<file path="src/rtl/aig_sweep_pkg.sv">
// Shared types and constants for the exhaustive AIG vector sweeper.
package aig_sweep_pkg;

   typedef enum logic [1:0] {
      IDLE    = 2'd0,
      SETTLE  = 2'd1,
      CAPTURE = 2'd2,
      DONE    = 2'd3
   } state_t;

   localparam int MISR_TAP_HI = 17;
   localparam int MISR_TAP_LO = 10;
   localparam int SETTLE_MAX  = 15;

endpackage

</file>
<file path="src/rtl/aig_misr.sv">
// Multiple-input signature register compacting benchmark responses.
module aig_misr
   import aig_sweep_pkg::*;
#(
   parameter int WIDTH = 18
) (
   input  logic             clk,
   input  logic             rst,
   input  logic             clr,
   input  logic             en,
   input  logic [WIDTH-1:0] d,
   output logic [WIDTH-1:0] q
);

   logic [WIDTH-1:0] q_q;
   logic [WIDTH-1:0] q_d;
   logic             fb;

   assign fb = q_q[MISR_TAP_HI] ^ q_q[MISR_TAP_LO];

   always_comb begin
      q_d = q_q;
      if (clr) begin
         q_d = '0;
      end else if (en) begin
         q_d = {q_q[WIDTH-2:0], fb} ^ d;
      end
   end

   always_ff @(posedge clk) begin
      if (rst) begin
         q_q <= '0;
      end else begin
         q_q <= q_d;
      end
   end

   assign q = q_q;

endmodule

</file>
<file path="src/rtl/aig_vector_sweeper.sv">
// Exhaustive stimulus sweeper for a combinational benchmark with MISR compaction.
// Optional golden-signature comparator enabled by AIG_SWEEP_GOLDEN_CMP_EN.
//
// state   | meaning
// IDLE    | waiting for start, x_out = 0, signature held
// SETTLE  | pattern driven, waiting SETTLE_CYCLES for the benchmark to settle
// CAPTURE | fold f_in into the MISR, advance or finish
// DONE    | one-cycle completion pulse
module aig_vector_sweeper
   import aig_sweep_pkg::*;
#(
   parameter int N_IN          = 6,
   parameter int N_OUT         = 18,
   parameter int SETTLE_CYCLES = 1
) (
   input  logic             clk,
   input  logic             rst,
   input  logic             start,
   output logic [N_IN-1:0]  x_out,
   input  logic [N_OUT-1:0] f_in,
   output logic             busy,
   output logic             done,
   output logic [N_OUT-1:0] signature
`ifdef AIG_SWEEP_GOLDEN_CMP_EN
   ,
   input  logic [N_OUT-1:0] golden,
   output logic             mismatch
`endif
);

   localparam int              SW          = $clog2(SETTLE_MAX + 1);
   localparam logic [SW-1:0]   SETTLE_LOAD = SW'(SETTLE_CYCLES);
   localparam logic [N_IN-1:0] PAT_LAST    = '1;

   state_t          state_q;
   logic [N_IN-1:0] pat_q;
   logic [SW-1:0]   settle_q;
   logic            busy_q;
   logic            done_q;
   logic            accept;
   logic            misr_en;

   assign accept  = (state_q == IDLE) && start;
   assign misr_en = (state_q == CAPTURE);

   always_ff @(posedge clk) begin
      if (rst) begin
         state_q  <= IDLE;
         pat_q    <= '0;
         settle_q <= '0;
         busy_q   <= 1'b0;
         done_q   <= 1'b0;
      end else begin
         case (state_q)
            IDLE: begin
               if (start) begin
                  pat_q    <= '0;
                  settle_q <= SETTLE_LOAD;
                  busy_q   <= 1'b1;
                  state_q  <= SETTLE;
               end
            end
            SETTLE: begin
               if (settle_q == SW'(1)) begin
                  state_q <= CAPTURE;
               end else begin
                  settle_q <= settle_q - SW'(1);
               end
            end
            CAPTURE: begin
               // last pattern finishes without advancing so the counter never wraps
               if (pat_q == PAT_LAST) begin
                  state_q <= DONE;
                  done_q  <= 1'b1;
               end else begin
                  pat_q    <= pat_q + 1'b1;
                  settle_q <= SETTLE_LOAD;
                  state_q  <= SETTLE;
               end
            end
            DONE: begin
               state_q <= IDLE;
               done_q  <= 1'b0;
               busy_q  <= 1'b0;
               pat_q   <= '0;
            end
            default: state_q <= IDLE;
         endcase
      end
   end

   aig_misr #(.WIDTH(N_OUT)) u_misr (
      .clk (clk),
      .rst (rst),
      .clr (accept),
      .en  (misr_en),
      .d   (f_in),
      .q   (signature)
   );

   assign x_out = pat_q;
   assign busy  = busy_q;
   assign done  = done_q;

`ifdef AIG_SWEEP_GOLDEN_CMP_EN
   logic mismatch_q;

   always_ff @(posedge clk) begin
      if (rst) begin
         mismatch_q <= 1'b0;
      end else if (accept) begin
         mismatch_q <= 1'b0;
      end else if (state_q == DONE) begin
         mismatch_q <= (signature != golden);
      end
   end

   assign mismatch = mismatch_q;
`endif

endmodule
</file>
<file path="config.mk">
export PLATFORM = sky130hd
export DESIGN_NAME = aig_vector_sweeper
export DESIGN_NICKNAME = d
export VERILOG_FILES = /design/src/rtl/aig_sweep_pkg.sv /design/src/rtl/aig_misr.sv /design/src/rtl/aig_vector_sweeper.sv
export SDC_FILE = /design/constraint.sdc
export NUM_CORES = 1
export LEC_CHECK = 0
export CAP_MARGIN = 0
export CORE_MARGIN = 4
export CORE_UTILIZATION = 40
export DETAILED_ROUTE_END_ITERATION = 12
export GPL_ROUTABILITY_DRIVEN = 0
export HOLD_SLACK_MARGIN = 0.12
export PLACE_DENSITY = 0.7
export SYNTH_ARGS = -nofsm -noshare
export SYNTH_HDL_FRONTEND = slang
export SYNTH_HIERARCHICAL = 1
export SYNTH_SLANG_ARGS = --single-unit
</file>
<file path="constraint.sdc">
create_clock -name clk -period 2.1 [get_ports clk]
set_input_delay 0.42 -clock clk [delete_from_list [all_inputs] [get_ports clk]]
set_output_delay 0.42 -clock clk [all_outputs]
set_load 0.005 [all_outputs]
</file>
---- After elaboration in Yosys (flattened, before gate mapping) ----
Index checks and enable logic that the tools add are counted.
operators by class
  add/sub/neg operators ................... 2
  eq/ne operators ......................... 10
  mux-type cells .......................... 15
  bitwise gates (word level) .............. 2
  reduce and logical (&&, ||, !) cells .... 12
operator list
  cell                                               count
  case mux 6 bit (3 select lines)                    1
  XOR 18 bit                                         1
  two-way mux 4 bit                                  3
  two-way mux 6 bit                                  2
  case mux 4 bit (3 select lines)                    1
  != test 2 bit (second input constant)              4
  case mux 2 bit (4 select lines)                    1
  adder 6 x 1 -> 6 bit (second input constant)       1
  == test 6 bit (second input constant)              1
  two-way mux 2 bit                                  3
  AND reduction 2 bit                                3
  nonzero test 3 bit                                 2
  == test 2 bit (second input constant)              2
  == test 4 x 1 -> 1 bit (second input constant)     1
  case mux 1 bit (2 select lines)                    2
  AND reduction 4 bit                                1
  nonzero test 2 bit                                 2
  subtractor 4 x 1 -> 4 bit (second input constant)  1
  AND reduction 3 bit                                1
  == test 2 x 1 -> 1 bit (second input constant)     1
  zero test 2 bit                                    1
  two-way mux 1 bit                                  2
  != test 2 x 1 -> 1 bit (second input constant)     1
  OR reduction 2 bit                                 1
  other kinds (2)                                    2
storage, ports and cells
  bits in registers ....................... 32
  input bits .............................. 21
  output and inout port bits .............. 26
  logic and storage cells ................. 47

---- Depth between registers and ports, before layout ----
Gate-level depths: netlist of run 1.
  word-level depth ........................ 3
  depth in mapped cells ................... 7
  gate-level depth less buffers ........... 6

---- Hierarchy ----
Netlist of run 1, hierarchy kept.
modules (own cells, without submodules)
  module              instances  cells an instance  area an instance (sq um)  sequential area each (sq um)
  aig_misr            1          79                 845.8                     360.3
  aig_vector_sweeper  1          83                 694.4                     280.3

---- Worst setup path after synthesis of run 1 ----
No wires, ideal clock.
  path type ............................... reg-to-reg
  start point ............................. reg pat_q[0] (netlist: x_out[0])
  end point ............................... reg pat_q[5] (netlist: x_out[5])
  library setup time ...................... 132 ps
  arrival time ............................ 1,370 ps
  required time ........................... 1,968 ps
  slack ................................... 598 ps
  cell stages (with the launch flop) ...... 7
  buffers on the path ..................... 1
  clock period less this slack ............ 1,502 ps
  path through ............................ dfxtp_1 > ha_1 > and3_1 > and4_1 > buf_2 > o31ai_1 > a21oi_1
on the way
  cells in the longest elaborated chain, start to end .. 3
  elaborated cells between the ends (all ways) .. 6
  classes of those cells .................. add/sub (1); eq/ne (2); mux (2); reduce/logical (1)
ends and longest elaborated chain
  what                                                                    line                                                text
  start: declaration                                                      aig_vector_sweeper.sv:36                            logic [N_IN-1:0] pat_q;
  start signal: assignment                                                aig_vector_sweeper.sv:76                            pat_q <= pat_q + 1'b1;
  adder 6 x 1 -> 6 bit or == test 6 bit (tied branches)                   aig_vector_sweeper.sv:76, aig_vector_sweeper.sv:72
  two-way mux 6 bit or != test 2 bit (tied branches)                      -
  case mux 6 bit (3 select lines) or AND reduction 3 bit (tied branches)  -
Several ways; a longest one is shown, not always the timed one. The select of a mux whose other input is x is not followed.
A chain may end at the register's enable or synchronous reset.

---- Worst setup path in the final report of run 1 ----
  start point ............................. reg pat_q[4] (netlist: x_out[4])
  end point ............................... out x_out[4]
RTL lines
  what              line                      text
  end: declaration  aig_vector_sweeper.sv:19  output logic [N_IN-1:0] x_out,
No word-level cell between the ends.

==> results of run 1 <==
## worst paths after layout
check                            startpoint           to  slack [ns]  depth (start not counted)
worst min-delay path            settle_q[3]  settle_q[3]        0.49                          1
worst min register to register  settle_q[3]  settle_q[3]        0.49                          1
worst max register to register  settle_q[1]  settle_q[1]        0.49                          6
worst max-delay path               x_out[4]     x_out[4]        0.40                          1
## cell type report
type	count	area (µm²)	share of cell area
Sequential cell	32	641	0.303
Multi-Input combinational cell	118	818	0.387
Tap cell	48	60.1	0.0284
Timing Repair Buffer	50	490	0.232
Inverter	3	11.3	0.00532
Clock buffer	7	96.3	0.0455
## power breakdown
| part | internal [µW] | switching (µW) |
|---|---|---|
| Combinational | 112 | 98.7 |
| Sequential | 630 | 24.0 |
| Clock | 291 | 206 |
## kinds of logic (layout without fill, tap and decap cells)
family / Yosys count / after routing / share of synthesized area
xor+xnor: 18 / 18 / 0.112
buf+inv: 12 / 60 / 0.0528
flops: 32 / 32 / 0.416
simple gates: 49 / 49 / 0.161
compound gates: 47 / 47 / 0.227
fa+ha+maj: 3 / 3 / 0.0244
mux: 1 / 1 / 0.00650
## state kept, by name, indices dropped and copies added (netlist names)
| register | flops |
|---|---|
| busy | 1 |
| done | 1 |
| settle_q | 4 |
| state_q | 2 |
| u_misr/q | 18 |
| x_out | 6 |
## cells in the final DEF (no fill, tap or decap), types with 2 or more instances in the layout
cell              n
a211oi_1         10
nor2_1           19
and3_1            3
inv_1             2
buf_4             4
xnor2_1          17
or3_1             2
nor3_1            8
nand2b_1          2
nand3_1           2
clkdlybuf4s50_1  46
dfxtp_1          32
a21oi_1          13
nand2_1           3
nor2b_1           4
ha_1              3
o21ai_0           7
o21bai_1          2
a211oi_2          9
clkbuf_8          7
## stage by stage
step | setup WS, ns | total power (µW) | std cells | util | instance area (µm²)
2_1_floorplan | 0.598 | 794 | 162 | - | 1540
4_1_cts | 0.399 | 1380 | 258 | 0.574 | 2120
5_1_grt | 0.261 | 1430 | 258 | 0.574 | 2120
3_3_place_gp | 0.283 | 868 | 251 | 0.548 | 2020
3_5_place_dp | 0.206 | 877 | 251 | 0.548 | 2020
6_report | 0.403 | 1360 | 258 | 0.574 | 2120
## metal layers
metal / share of wire / GRT usage
met4: 0 / 0.0277
met2: 0.50 / 0.257
met3: 0.059 / 0.0547
met5: 0 / 0
met1: 0.44 / 0.174
==> metrics, run 1 <==
CTS max path bufs 2; CTS Buf Count 5; Ports 47; CTS Root Cell clkbuf_8; VDD IR max 0.000388 V; drt pass-1 iters 4; Mapped Cells 162; Slew Viols, Final 0; first-pass GRT wire length 6020 µm; DR DRC count 0; Max Freq 589 MHz; TNS Setup 0 ns; Mapped Nets 186; GRT Total Usage 0.148; Critical Path AT 1.28 ns; synth top area cells dfxtp_1, xnor2_1, a211oi_2; initial antenna violation count 0; Area growth, synth to finish 37.4%; Worst Path Required 1.68 ns; initial core utilization 0.418; share of cells above drive strength 1 0.105; full die area 0.00491 mm²; ys async rst share 0; Final Hold Fails 0; CP delay by family, top buffers and inverters; post-CTS setup buffers 0; floorplan row count 22; I/O Buffers 46; Die Y 70.1 µm; buffer and inverter count on the worst path 1; DP HPWL 2490 µm; CTS tree built; final setup fails 0; share of the yosys chip area belonging to registers 0.416; Min Clock Period, post-route 1.70 ns; vias 1,338; CTS H-tree lvls 2; Post-Syn Area 0.00154 mm²; Max transition margin 0.690; clk_lat worst skew 0.28 ns; Reg clk slew, reported paths 0.07 ns; worst slew pin tran 0.464 ns; Post-synth top flop dfxtp_1; status finished, final reports clean; largest net degree at the start of global routing 37; critical path fanouts, max 8; Post-synth EDFFs 0; die width 70.1 µm; most frequent cells after synthesis dfxtp_1, nor2_1, xnor2_1; nature of the critical path endpoint primary output; skew final 0.00605 ns; final WL 3440 µm; Crit-path slowest cell clkdlybuf4s50_1; Fillers 340; core area 0.00369 mm²; FF+latch count, synth 32; Pleak 0.000696 µW; RSZ-0062 raised after global routing false; total congestion overflow 0; Max Cap Violations 0; Antenna Nets Post-Route 0; WHS 0.485 ns; Synth Warn # 6; vias per cell 5.19; Synth Area per Inst 9.51 µm²; Synth area leader dfxtp_1; DRT iter0 DRCs 73; Final period util 0.808; Final nets 234; # diodes 0; count leader, synth dfxtp_1; cell area power density 643 mW/mm²; CP max stage delay 0.55 ns; WL/cell 13.3 µm; CP Launch Type flop; post-synth top area share 0.416; CTS Hold Bufs 0; vias in the first global route 1,335; Setup CP Type flop to primary output; post-synthesis cell type count 37; clk sinks 32; critical path cell sequence clkdlybuf4s50_1; Hold Path Class flop to flop; CTS resizes 0
No activity file was read; power rests on OpenSTA's default activity.
==> run 2, diff against run 1 <==
Clock period 2.1 ns to 1.6 ns, I/O delays scaled along.
==> metrics, run 2 (synthesis results as in run 1) <==
floorplan row count 22 (unchanged); die width 70.1 µm (unchanged); switching power 440 µW (+34%); core area 0.00369 mm² (unchanged); final setup fails 0 (unchanged); Max transition margin 0.713 (+0.0229); RSZ-0062 raised after global routing true; design area 0.00220 mm² (+4.1%); vias 1,367 (+2.2%); CTS Root Cell clkbuf_8; CTS Buf Count 5 (unchanged); Final nets 241 (+3.0%); VDD IR max 0.000466 V (+20%); CTS tree built; critical path cell sequence buf_4, clkdlybuf4s50_1; first-pass GRT wire length 6070 µm (+0.81%); fin cells 265 (+2.7%); Ports 47 (unchanged); Reg clk slew, reported paths 0.07 ns (about the same); Fillers 346 (+1.8%); I/O Buffers 46 (unchanged); clk_lat worst skew 0.28 ns (about the same); Internal Power 1370 µW (+33%); skew final 0.00592 ns (-0.000131 ns); vias in the first global route 1,379 (+3.3%); Slew Viols, Final 0 (unchanged); CP max stage delay 0.49 ns (-0.06 ns); DRT iter0 DRCs 54 (-26%); total congestion overflow 0 (unchanged); most frequent cells in the layout clkdlybuf4s50_1, dfxtp_1, nor2_1, xnor2_1, a21oi_1; GRT Total Usage 0.150 (+0.00215); max reg flops 18 (unchanged); worst slew pin tran 0.428 ns (-0.0362 ns); drt pass-1 iters 4 (unchanged); TNS Setup 0 ns (unchanged); Overall Power 1810 µW (+33%); Comb pwr share 0.166 (+0.011); dpl cells 257 (+2.4%); Setup CP Type flop to primary output; CTS H-tree lvls 2 (unchanged); Seq pwr share 0.471 (-0.009); CP delay by family, top buffers and inverters; commonest non-fill, non-tap cell in the layout clkdlybuf4s50_1; Worst Path Required 1.28 ns (-0.40 ns); DP HPWL 2570 µm (+3.3%); largest net degree at the start of global routing 37 (unchanged); cell area power density 823 mW/mm² (+28%); final WL 3460 µm (+0.64%); Area growth, synth to finish 43.1%; share of cells above drive strength 1 0.171 (+0.0657); CP Launch Type flop; initial antenna violation count 0 (unchanged); # diodes 0 (unchanged); Antenna Nets Post-Route 0 (unchanged); Post-DP Area 0.00208 mm² (+2.8%); WL/cell 13.1 µm (-2.0%); buffer and inverter count on the worst path 2 (+1); Min Clock Period, post-route 1.55 ns; Die Y 70.1 µm (unchanged); CTS Hold Bufs 0 (unchanged); DR DRC count 0 (unchanged); Crit-path slowest cell clkdlybuf4s50_1; Final Hold Fails 0 (unchanged); initial core utilization 0.418 (unchanged); WHS 0.496 ns (+0.0103 ns); clk sinks 32 (unchanged); Max Freq 646 MHz; fraction of power consumed by the clock network 0.363 (-0.002); vias per cell 5.16 (-0.53%); Critical Path AT 1.23 ns (-0.05 ns); Final period util 0.967; Pleak 0.000742 µW (+6.6%); nature of the critical path endpoint primary output; CTS max path bufs 2 (unchanged); Hold Path Class flop to flop; status finished, final reports clean; switch share 0.243 (+0.00134); Max Cap Violations 0 (unchanged); critical path fanouts, max 4 (-4); full die area 0.00491 mm² (unchanged)
[run 2: per-layer routing]
metal,part of all wire,global-route usage,wire length [µm]
met4,0.011,0.0383,37
met1,0.44,0.178,1530
met2,0.48,0.256,1670
met5,0,0,0
met3,0.064,0.0532,223
[run 2: worst register-to-register path, cell delays in order, from the launching register on]
cell and delay [ns]:
dfxtp_1 0.34, ha_1 0.19, and3_2 0.23, nand4_1 0.25
a211o_1 0.37, o41ai_1 0.06
[run 2: repair_timing]
action / CTS / global route
gates resized for setup: 0 / 11
endpoints found under the setup margin: 0 / 14
buffers inserted: 0 / 1
[run 2: layout make-up]
type	instances	area (µm²)	area share
inverter	3	11.3	0.00511
multi-input combinational	118	832	0.377
timing repair buffer	57	559	0.254
sequential	32	646	0.293
clock buffer	7	96.3	0.0437
tap	48	60.1	0.0272
[run 2: worst paths after layout]
| check | end | slack, ns | cells after the start | from |
|---|---|---|---|---|
| max reg2reg | settle_q[1] | 0.07 | 5 | x_out[1] |
| min reg2reg | busy | 0.50 | 2 | busy |
| max | x_out[0] | 0.05 | 2 | x_out[0] |
| min | busy | 0.50 | 2 | busy |
[run 2: metrics by stage]
| step | worst slack (ns) | util |
|---|---|---|
| CTS | 0.00646 | 0.590 |
| finish | 0.0521 | 0.598 |
| global route | -0.0119 | 0.598 |
| floorplan | 0.0980 | - |
| detailed placement | -0.169 | 0.563 |
| global placement | -0.0792 | 0.563 |
[run 2: power by group through the flow]
stage / clock [µW] / combinational (µW) / sequential [µW]
final: 658 / 302 / 853
after global placement: 0 / 290 / 868
after CTS: 674 / 301 / 852
after global routing: 717 / 331 / 857
after floorplan: 0 / 175 / 867
after detailed placement: 0 / 299 / 869
